### config.mk
export PLATFORM = sky130hd
export DESIGN_NAME = uart_frame_loader
export DESIGN_NICKNAME = d
export VERILOG_FILES = /design/src/rtl/uart_loader_pkg.sv /design/src/rtl/idle_timer.sv /design/src/rtl/uart_frame_loader.sv
export SDC_FILE = /design/constraint.sdc
export NUM_CORES = 1
export LEC_CHECK = 0
export ABC_AREA = 1
export BUFFER_PORTS_ARGS = -buffer_cell sky130_fd_sc_hd__buf_4
export CELL_PAD_IN_SITES_DETAIL_PLACEMENT = 0
export CELL_PAD_IN_SITES_GLOBAL_PLACEMENT = 1
export CORE_AREA = 4 4 101 127
export CTS_CLUSTER_DIAMETER = 100
export CTS_CLUSTER_SIZE = 30
export DETAILED_ROUTE_END_ITERATION = 10
export DIE_AREA = 0 0 105 131
export PLACE_DENSITY = 0.95
export SLEW_MARGIN = 15
export SYNTH_ARGS = -nofsm -noshare
export SYNTH_HDL_FRONTEND = slang
export SYNTH_SLANG_ARGS = --single-unit
### constraint.sdc
create_clock -name clk_in -period 4.11 [get_ports clk_in]
set_clock_uncertainty 0.2 [all_clocks]
set_input_delay 0.2055 -clock clk_in [delete_from_list [all_inputs] [get_ports clk_in]]
set_output_delay 0.2055 -clock clk_in [all_outputs]
set_load 0.01 [all_outputs]
### src/rtl/uart_loader_pkg.sv
// Shared types for the UART frame loader: FSM state encoding and error codes.
package uart_loader_pkg;

   typedef enum logic [2:0] {
      IDLE,
      LEN_HI,
      LEN_LO,
      PAYLOAD,
      CHECK
   } loader_state_t;

   typedef logic [1:0] err_code_t;

   localparam err_code_t ERR_LEN = 2'b01;
   localparam err_code_t ERR_CHK = 2'b10;
   localparam err_code_t ERR_TMO = 2'b11;

endpackage

### src/rtl/idle_timer.sv
// Inter-byte watchdog: counts enabled cycles since the last clear and flags the
// cycle on which the count reaches TIMEOUT_CYCLES-1.
module idle_timer #(
   parameter int unsigned TIMEOUT_CYCLES = 100_000
) (
   input  logic clk_in,
   input  logic rst_n_in,
   input  logic en_in,
   input  logic clr_in,
   output logic expired_out
);

   localparam int unsigned CntW = (TIMEOUT_CYCLES > 1) ? $clog2(TIMEOUT_CYCLES) : 1;
   localparam logic [CntW-1:0] CntLast = CntW'(TIMEOUT_CYCLES - 1);

   logic [CntW-1:0] cnt_q, cnt_d;

   always_comb begin
      cnt_d = cnt_q;
      if (clr_in || !en_in) begin
         cnt_d = '0;
      end else begin
         cnt_d = cnt_q + CntW'(1);
      end
   end

   always_ff @(posedge clk_in or negedge rst_n_in) begin
      if (!rst_n_in) begin
         cnt_q <= '0;
      end else begin
         cnt_q <= cnt_d;
      end
   end

   // The consumer leaves the enabled state on expiry, so this is a single-cycle pulse.
   assign expired_out = en_in && (cnt_q == CntLast);

endmodule

### src/rtl/uart_frame_loader.sv
// Parses SOF/LEN_HI/LEN_LO/payload/XOR-checksum uploads from the UART and writes
// the payload into BRAM port B, reporting completion or a coded error.
module uart_frame_loader
   import uart_loader_pkg::*;
#(
   parameter int unsigned DEPTH          = 40_000,
   parameter int unsigned ADDR_WIDTH     = $clog2(DEPTH),
   parameter logic [7:0]  SOF_BYTE       = 8'hA5,
   parameter int unsigned TIMEOUT_CYCLES = 100_000
) (
   input  logic                  clk_in,
   input  logic                  rst_n_in,
   input  logic                  data_valid_in,
   input  logic [7:0]            data_byte_in,
   output logic                  wr_en_out,
   output logic [ADDR_WIDTH-1:0] wr_addr_out,
   output logic [7:0]            wr_data_out,
   output logic                  busy_out,
   output logic                  frame_done_out,
   output logic                  frame_err_out,
   output logic [1:0]            err_code_out,
   output logic [15:0]           frame_len_out
);

   loader_state_t         state_q, state_d;
   logic [15:0]           len_q, len_d;
   logic [ADDR_WIDTH-1:0] addr_q, addr_d;
   logic [7:0]            chk_q, chk_d;
   logic                  wr_en_q, wr_en_d;
   logic [ADDR_WIDTH-1:0] wr_addr_q, wr_addr_d;
   logic [7:0]            wr_data_q, wr_data_d;
   logic                  busy_q, busy_d;
   logic                  done_q, done_d;
   logic                  err_q, err_d;
   err_code_t             err_code_q, err_code_d;
   logic [15:0]           frame_len_q, frame_len_d;

   logic                  tmo_expired;
   logic [15:0]           len_rx;
   logic [15:0]           addr_next16;

   idle_timer #(
      .TIMEOUT_CYCLES(TIMEOUT_CYCLES)
   ) u_idle_timer (
      .clk_in     (clk_in),
      .rst_n_in   (rst_n_in),
      .en_in      (state_q != IDLE),
      .clr_in     (data_valid_in),
      .expired_out(tmo_expired)
   );

   always_comb begin
      state_d     = state_q;
      len_d       = len_q;
      addr_d      = addr_q;
      chk_d       = chk_q;
      wr_en_d     = 1'b0;
      wr_addr_d   = wr_addr_q;
      wr_data_d   = wr_data_q;
      done_d      = 1'b0;
      err_d       = 1'b0;
      err_code_d  = err_code_q;
      frame_len_d = frame_len_q;
      len_rx      = {len_q[15:8], data_byte_in};
      addr_next16 = 16'(addr_q) + 16'd1;

      unique case (state_q)
         IDLE: begin
            if (data_valid_in && (data_byte_in == SOF_BYTE)) begin
               state_d = LEN_HI;
            end
         end
         LEN_HI: begin
            if (data_valid_in) begin
               len_d   = {data_byte_in, len_q[7:0]};
               state_d = LEN_LO;
            end
         end
         LEN_LO: begin
            if (data_valid_in) begin
               len_d = len_rx;
               if ((len_rx == 16'd0) || ({16'd0, len_rx} > DEPTH)) begin
                  err_d      = 1'b1;
                  err_code_d = ERR_LEN;
                  state_d    = IDLE;
               end else begin
                  addr_d  = '0;
                  chk_d   = '0;
                  state_d = PAYLOAD;
               end
            end
         end
         PAYLOAD: begin
            if (data_valid_in) begin
               wr_en_d   = 1'b1;
               wr_addr_d = addr_q;
               wr_data_d = data_byte_in;
               chk_d     = chk_q ^ data_byte_in;
               addr_d    = addr_q + ADDR_WIDTH'(1);
               if (addr_next16 == len_q) begin
                  state_d = CHECK;
               end
            end
         end
         CHECK: begin
            if (data_valid_in) begin
               if (data_byte_in == chk_q) begin
                  done_d      = 1'b1;
                  frame_len_d = len_q;
               end else begin
                  err_d      = 1'b1;
                  err_code_d = ERR_CHK;
               end
               state_d = IDLE;
            end
         end
         default: state_d = IDLE;
      endcase

      // A byte landing on the expiry cycle takes priority over the timeout.
      if (tmo_expired && !data_valid_in) begin
         err_d      = 1'b1;
         err_code_d = ERR_TMO;
         state_d    = IDLE;
      end

      busy_d = (state_d != IDLE);
   end

   always_ff @(posedge clk_in or negedge rst_n_in) begin
      if (!rst_n_in) begin
         state_q     <= IDLE;
         len_q       <= '0;
         addr_q      <= '0;
         chk_q       <= '0;
         wr_en_q     <= 1'b0;
         wr_addr_q   <= '0;
         wr_data_q   <= '0;
         busy_q      <= 1'b0;
         done_q      <= 1'b0;
         err_q       <= 1'b0;
         err_code_q  <= '0;
         frame_len_q <= '0;
      end else begin
         state_q     <= state_d;
         len_q       <= len_d;
         addr_q      <= addr_d;
         chk_q       <= chk_d;
         wr_en_q     <= wr_en_d;
         wr_addr_q   <= wr_addr_d;
         wr_data_q   <= wr_data_d;
         busy_q      <= busy_d;
         done_q      <= done_d;
         err_q       <= err_d;
         err_code_q  <= err_code_d;
         frame_len_q <= frame_len_d;
      end
   end

   assign wr_en_out      = wr_en_q;
   assign wr_addr_out    = wr_addr_q;
   assign wr_data_out    = wr_data_q;
   assign busy_out       = busy_q;
   assign frame_done_out = done_q;
   assign frame_err_out  = err_q;
   assign err_code_out   = err_code_q;
   assign frame_len_out  = frame_len_q;

endmodule

==> key figures <==
Outcome
  – Status: finished clean

Critical path
  – Worst path top cell family by delay: simple AND/OR/NAND/NOR gates
  – WP data required: 4.19 ns
  – Buffers plus inverters on the worst setup path: 3
  – CP Max Fanout: 14
  – Arrival time worst endpoint: 2.49 ns
  – Slowest CP cell: nor2_1
  – Reg-to-Reg Start: state_q[2]$_DFF_PN0_
  – R2R cell count: 11
  – Crit Path Category: reg -> reg
  – Critical path capture point type: register
  – Flop2flop setup slack: about 1.7 ns
  – Top cell by count, worst path: nand2_1
  – Startpoint types: register
  – Critical Path, Cell by Cell: nor2_1 -> inv_1 -> nor2_1 -> inv_1 -> nor2_1 -> nand2_1 -> nand2_1 -> inv_1 -> nand2_1 -> nand2_1 -> nand3_1
  – Reg2reg end: busy_out$_DFF_PN0_
  – Slowest stage delay, CP: 0.61 ns

Route
  – WL final: 13710 um
  – DRC violation count after routing: 0
  – Drt first pass iters: 6
  – DR WL/cell: 15.52 um
  – Initial drt markers: 229
  – Routed vias: roughly 4700
  – Routed Antenna Nets: 0
  – DR vias/cell: 5.356

Timing
  – Fin Hold WS: 0.08073 ns
  – Relative slew margins: roughly 33%
  – Setup tns final: 0 ns
  – Fin crit share: roughly three fifths
  – Slew Limit Fails: 0
  – # setup viols final: 0
  – Worst Max-Slew Pin Slew: 1.006 ns
  – Post-route minimum period: 2.408 ns
  – FMAX: ~0.42 GHz
  – RSZ-0062 raised after global routing: no
  – Final hold violation count: 0

CTS
  – Clk Latency, worst-skew pair: 0.34 ns
  – CTS buffer count: 9
  – Clk sinks: 106
  – Clock transition at the registers of the reported paths: about 0.07 ns
  – CTS tree: done
  – Clk root buf: clkbuf_16
  – Clock Path Buffers: 2
  – H-tree levels: 3
  – Post-cts repair resize count: 0

Logic synthesis
  – Top_reg_cell synth: dfrtp_1
  – Synthesized Nets: 693
  – Unique masters post-synth: 32
  – Post-synthesis sequential area ratio: 49.29%
  – Post-synth top area cell: dfrtp_1
  – Synth warn: 0
  – Ys async rst share: 100.0%
  – Yosys reg bits: 106
  – Number of synthesized flops with an enable pin: 0
  – Synth Area per Inst: 7.914 um2
  – Post-synth top area share: 49.29%
  – Gate Count Post-Synth: 680
  – Synth area leaders: dfrtp_1 (49%), nand2_1 (12%), nand3_1 (6.6%)
  – Synthesized cell area: roughly 5400 um2

Power and ir drop
  – Worst ir drop on vdd: 0.2433 mV
  – Switch Pwr: roughly 0.0013 W
  – Gate power share: between 30 and 40%
  – Sequential share of power: 42.9%
  – Leak: 3.060 nW
  – Sw frac: 37.03%
  – P_int: 0.002161 W
  – Clk pwr share: 23.6%
  – PD cells: ~550 nW/um2

Die
  – Die H: 131 um
  – IO Pins: 57
  – Die Wd: ~110 um
  – Cell row count: between 40 and 50
  – Core area: 11560 um2
  – Starting Density: 46.55%
  – Die area: 13760 um2

Final layout
  – Layout area overhead: 16.41%
  – Filler Cells Inserted: 1096
  – Fraction of layout cells with a size suffix above 1: between 10% and 20%
  – Diode count: 0
  – Total Nets Final: 754

Place
  – HPWL after DPL: 10330 um
  – PortBufs: 56
  – GPL Wtd Cong: ~0.9

Global routing
  – Initial antenna violation count: 0
  – Vias in the first global route: 4449
  – First-pass GRT wire length: 22290 um
  – Remaining global-route overflow: 0
  – Overall global routing resource usage: 20.64%
  – Largest net degree at the start of global routing: 81

Worst hold path
  – Worst min-delay path class: in -> reg
  – Min-delay src: data_valid_in
  – Hold endpoint: addr_q[1]$_DFFE_PN0P_
  – WHS Path Cells: 3

Flow run
  – Max-cap viol count: 0
==> power groups by stage <==
| stage | registers (W) | logic, W | clock network (W) |
|---|---|---|---|
| 2_1_floorplan | 0.00151 | 0.000686 | 0 |
| 3_5_place_dp | 0.00149 | 0.00115 | 0 |
| 6_report | 0.00147 | 0.00115 | 0.000808 |
| 5_1_grt | 0.00151 | 0.00129 | 0.000862 |
| 3_3_place_gp | 0.00148 | 0.00114 | 0 |
| 4_1_cts | 0.00147 | 0.00117 | 0.000819 |
==> per-stage QoR <==
step / total power, W / std cells / cell area (um2) / util, % / worst slack, ns
2_1_floorplan: 0.002192 / 680 / 5381 / - / 2.132
3_3_place_gp: 0.002621 / 859 / 5903 / 51.06 / 1.750
3_5_place_dp: 0.002642 / 859 / 5903 / 51.06 / 1.738
4_1_cts: 0.003457 / 883 / 6265 / 54.19 / 1.717
5_1_grt: 0.003663 / 883 / 6265 / 54.19 / 1.480
6_report: 0.003431 / 883 / 6265 / 54.19 / 1.702
==> timing repair <==
item	4_1_cts	5_1_grt
setup buffers	0	0
endpoints found under the hold margin	94	0
hold buffers	9	0
==> worst max path at each step <==
stage	from	end	slack [ns]	cells after the start
floorplan	addr_q[0]$_DFFE_PN0P_	busy_out$_DFF_PN0_	2.13	14
global placement	state_q[2]$_DFF_PN0_	busy_out$_DFF_PN0_	1.75	11
detailed placement	state_q[2]$_DFF_PN0_	busy_out$_DFF_PN0_	1.74	11
CTS	state_q[2]$_DFF_PN0_	busy_out$_DFF_PN0_	1.72	11
global route	addr_q[0]$_DFFE_PN0P_	busy_out$_DFF_PN0_	1.48	15
finish	state_q[2]$_DFF_PN0_	busy_out$_DFF_PN0_	1.70	11
==> layout by cell type (no fill, tap or decap), types with 5 or more instances in the layout <==
master,instances
nand2_1,172
dfrtp_1,106
inv_1,79
nand3_1,71
o21ai_0,64
buf_4,59
nor2_1,55
nand4_1,24
o21ai_1,18
a21oi_1,13
nor3_1,12
clkbuf_16,9
dlygate4sd3_1,9
xor2_1,6
nor4_1,5
nor2_2,5
==> tightest hold or removal path, stage by stage <==
cell and delay (ns):
buf_4 0.19, nand3_1 0.10, o21ai_0 0.08
==> synth_stat cells, types with 4 or more instances <==
cell type,n
nand2_1,173
dfrtp_1,106
inv_1,79
nand3_1,71
o21ai_0,64
nor2_1,55
nand4_1,24
o21ai_1,18
a21oi_1,13
nor3_1,12
clkbuf_1,9
xor2_1,6
buf_2,5
nor2_2,5
nor4_1,5
inv_2,4
xnor2_1,4
==> per-layer routing <==
| layer | wire length [um] | vias up | track usage [%] |
|---|---|---|---|
| met2 | 6930 | 120 | 36.12 |
| li1 | - | 2348 | - |
| met1 | 5729 | 2230 | 25.44 |
| met3 | 580 | 31 | 3.194 |
| met5 | 0 | - | 0 |
| met4 | 468 | 0 | 9.189 |
==> state kept, by name, summed over array words and instances (netlist names) <==
signal and count:
addr_q 16, busy_out 1, chk_q 8, err_code_out 2, frame_done_out 1, frame_err_out 1
frame_len_out 16, len_q 16, state_q 3, u_idle_timer.cnt_q 17, wr_addr_out 16, wr_data_out 8
wr_en_out 1
==> cell families (layout without fill, tap and decap cells) <==
group / after synthesis / in the layout / share of synthesized area [%]
AO/OA/AOI/OAI: 98 / 98 / 9.300
XOR/XNOR: 12 / 12 / 2.464
adder cells (fa/ha/maj): 2 / 2 / 0.4649
buffers and inverters: 101 / 166 / 7.579
flip-flops: 106 / 106 / 49.29
AND/OR/NAND/NOR: 361 / 361 / 30.90
==> area by class of cell <==
| class | count | area (um2) | share of cell area (%) |
|---|---|---|---|
| clock inverters | 4 | 28.78 | 0.4594 |
| inverters | 83 | 311.5 | 4.973 |
| well taps | 138 | 172.7 | 2.756 |
| flip-flops and latches | 106 | 2653 | 42.34 |
| multi-input cells | 473 | 2323 | 37.09 |
| repair buffers | 68 | 533.0 | 8.508 |
| clock buffers | 11 | 242.7 | 3.875 |
Note: power is estimated with default switching activity, not from simulation.
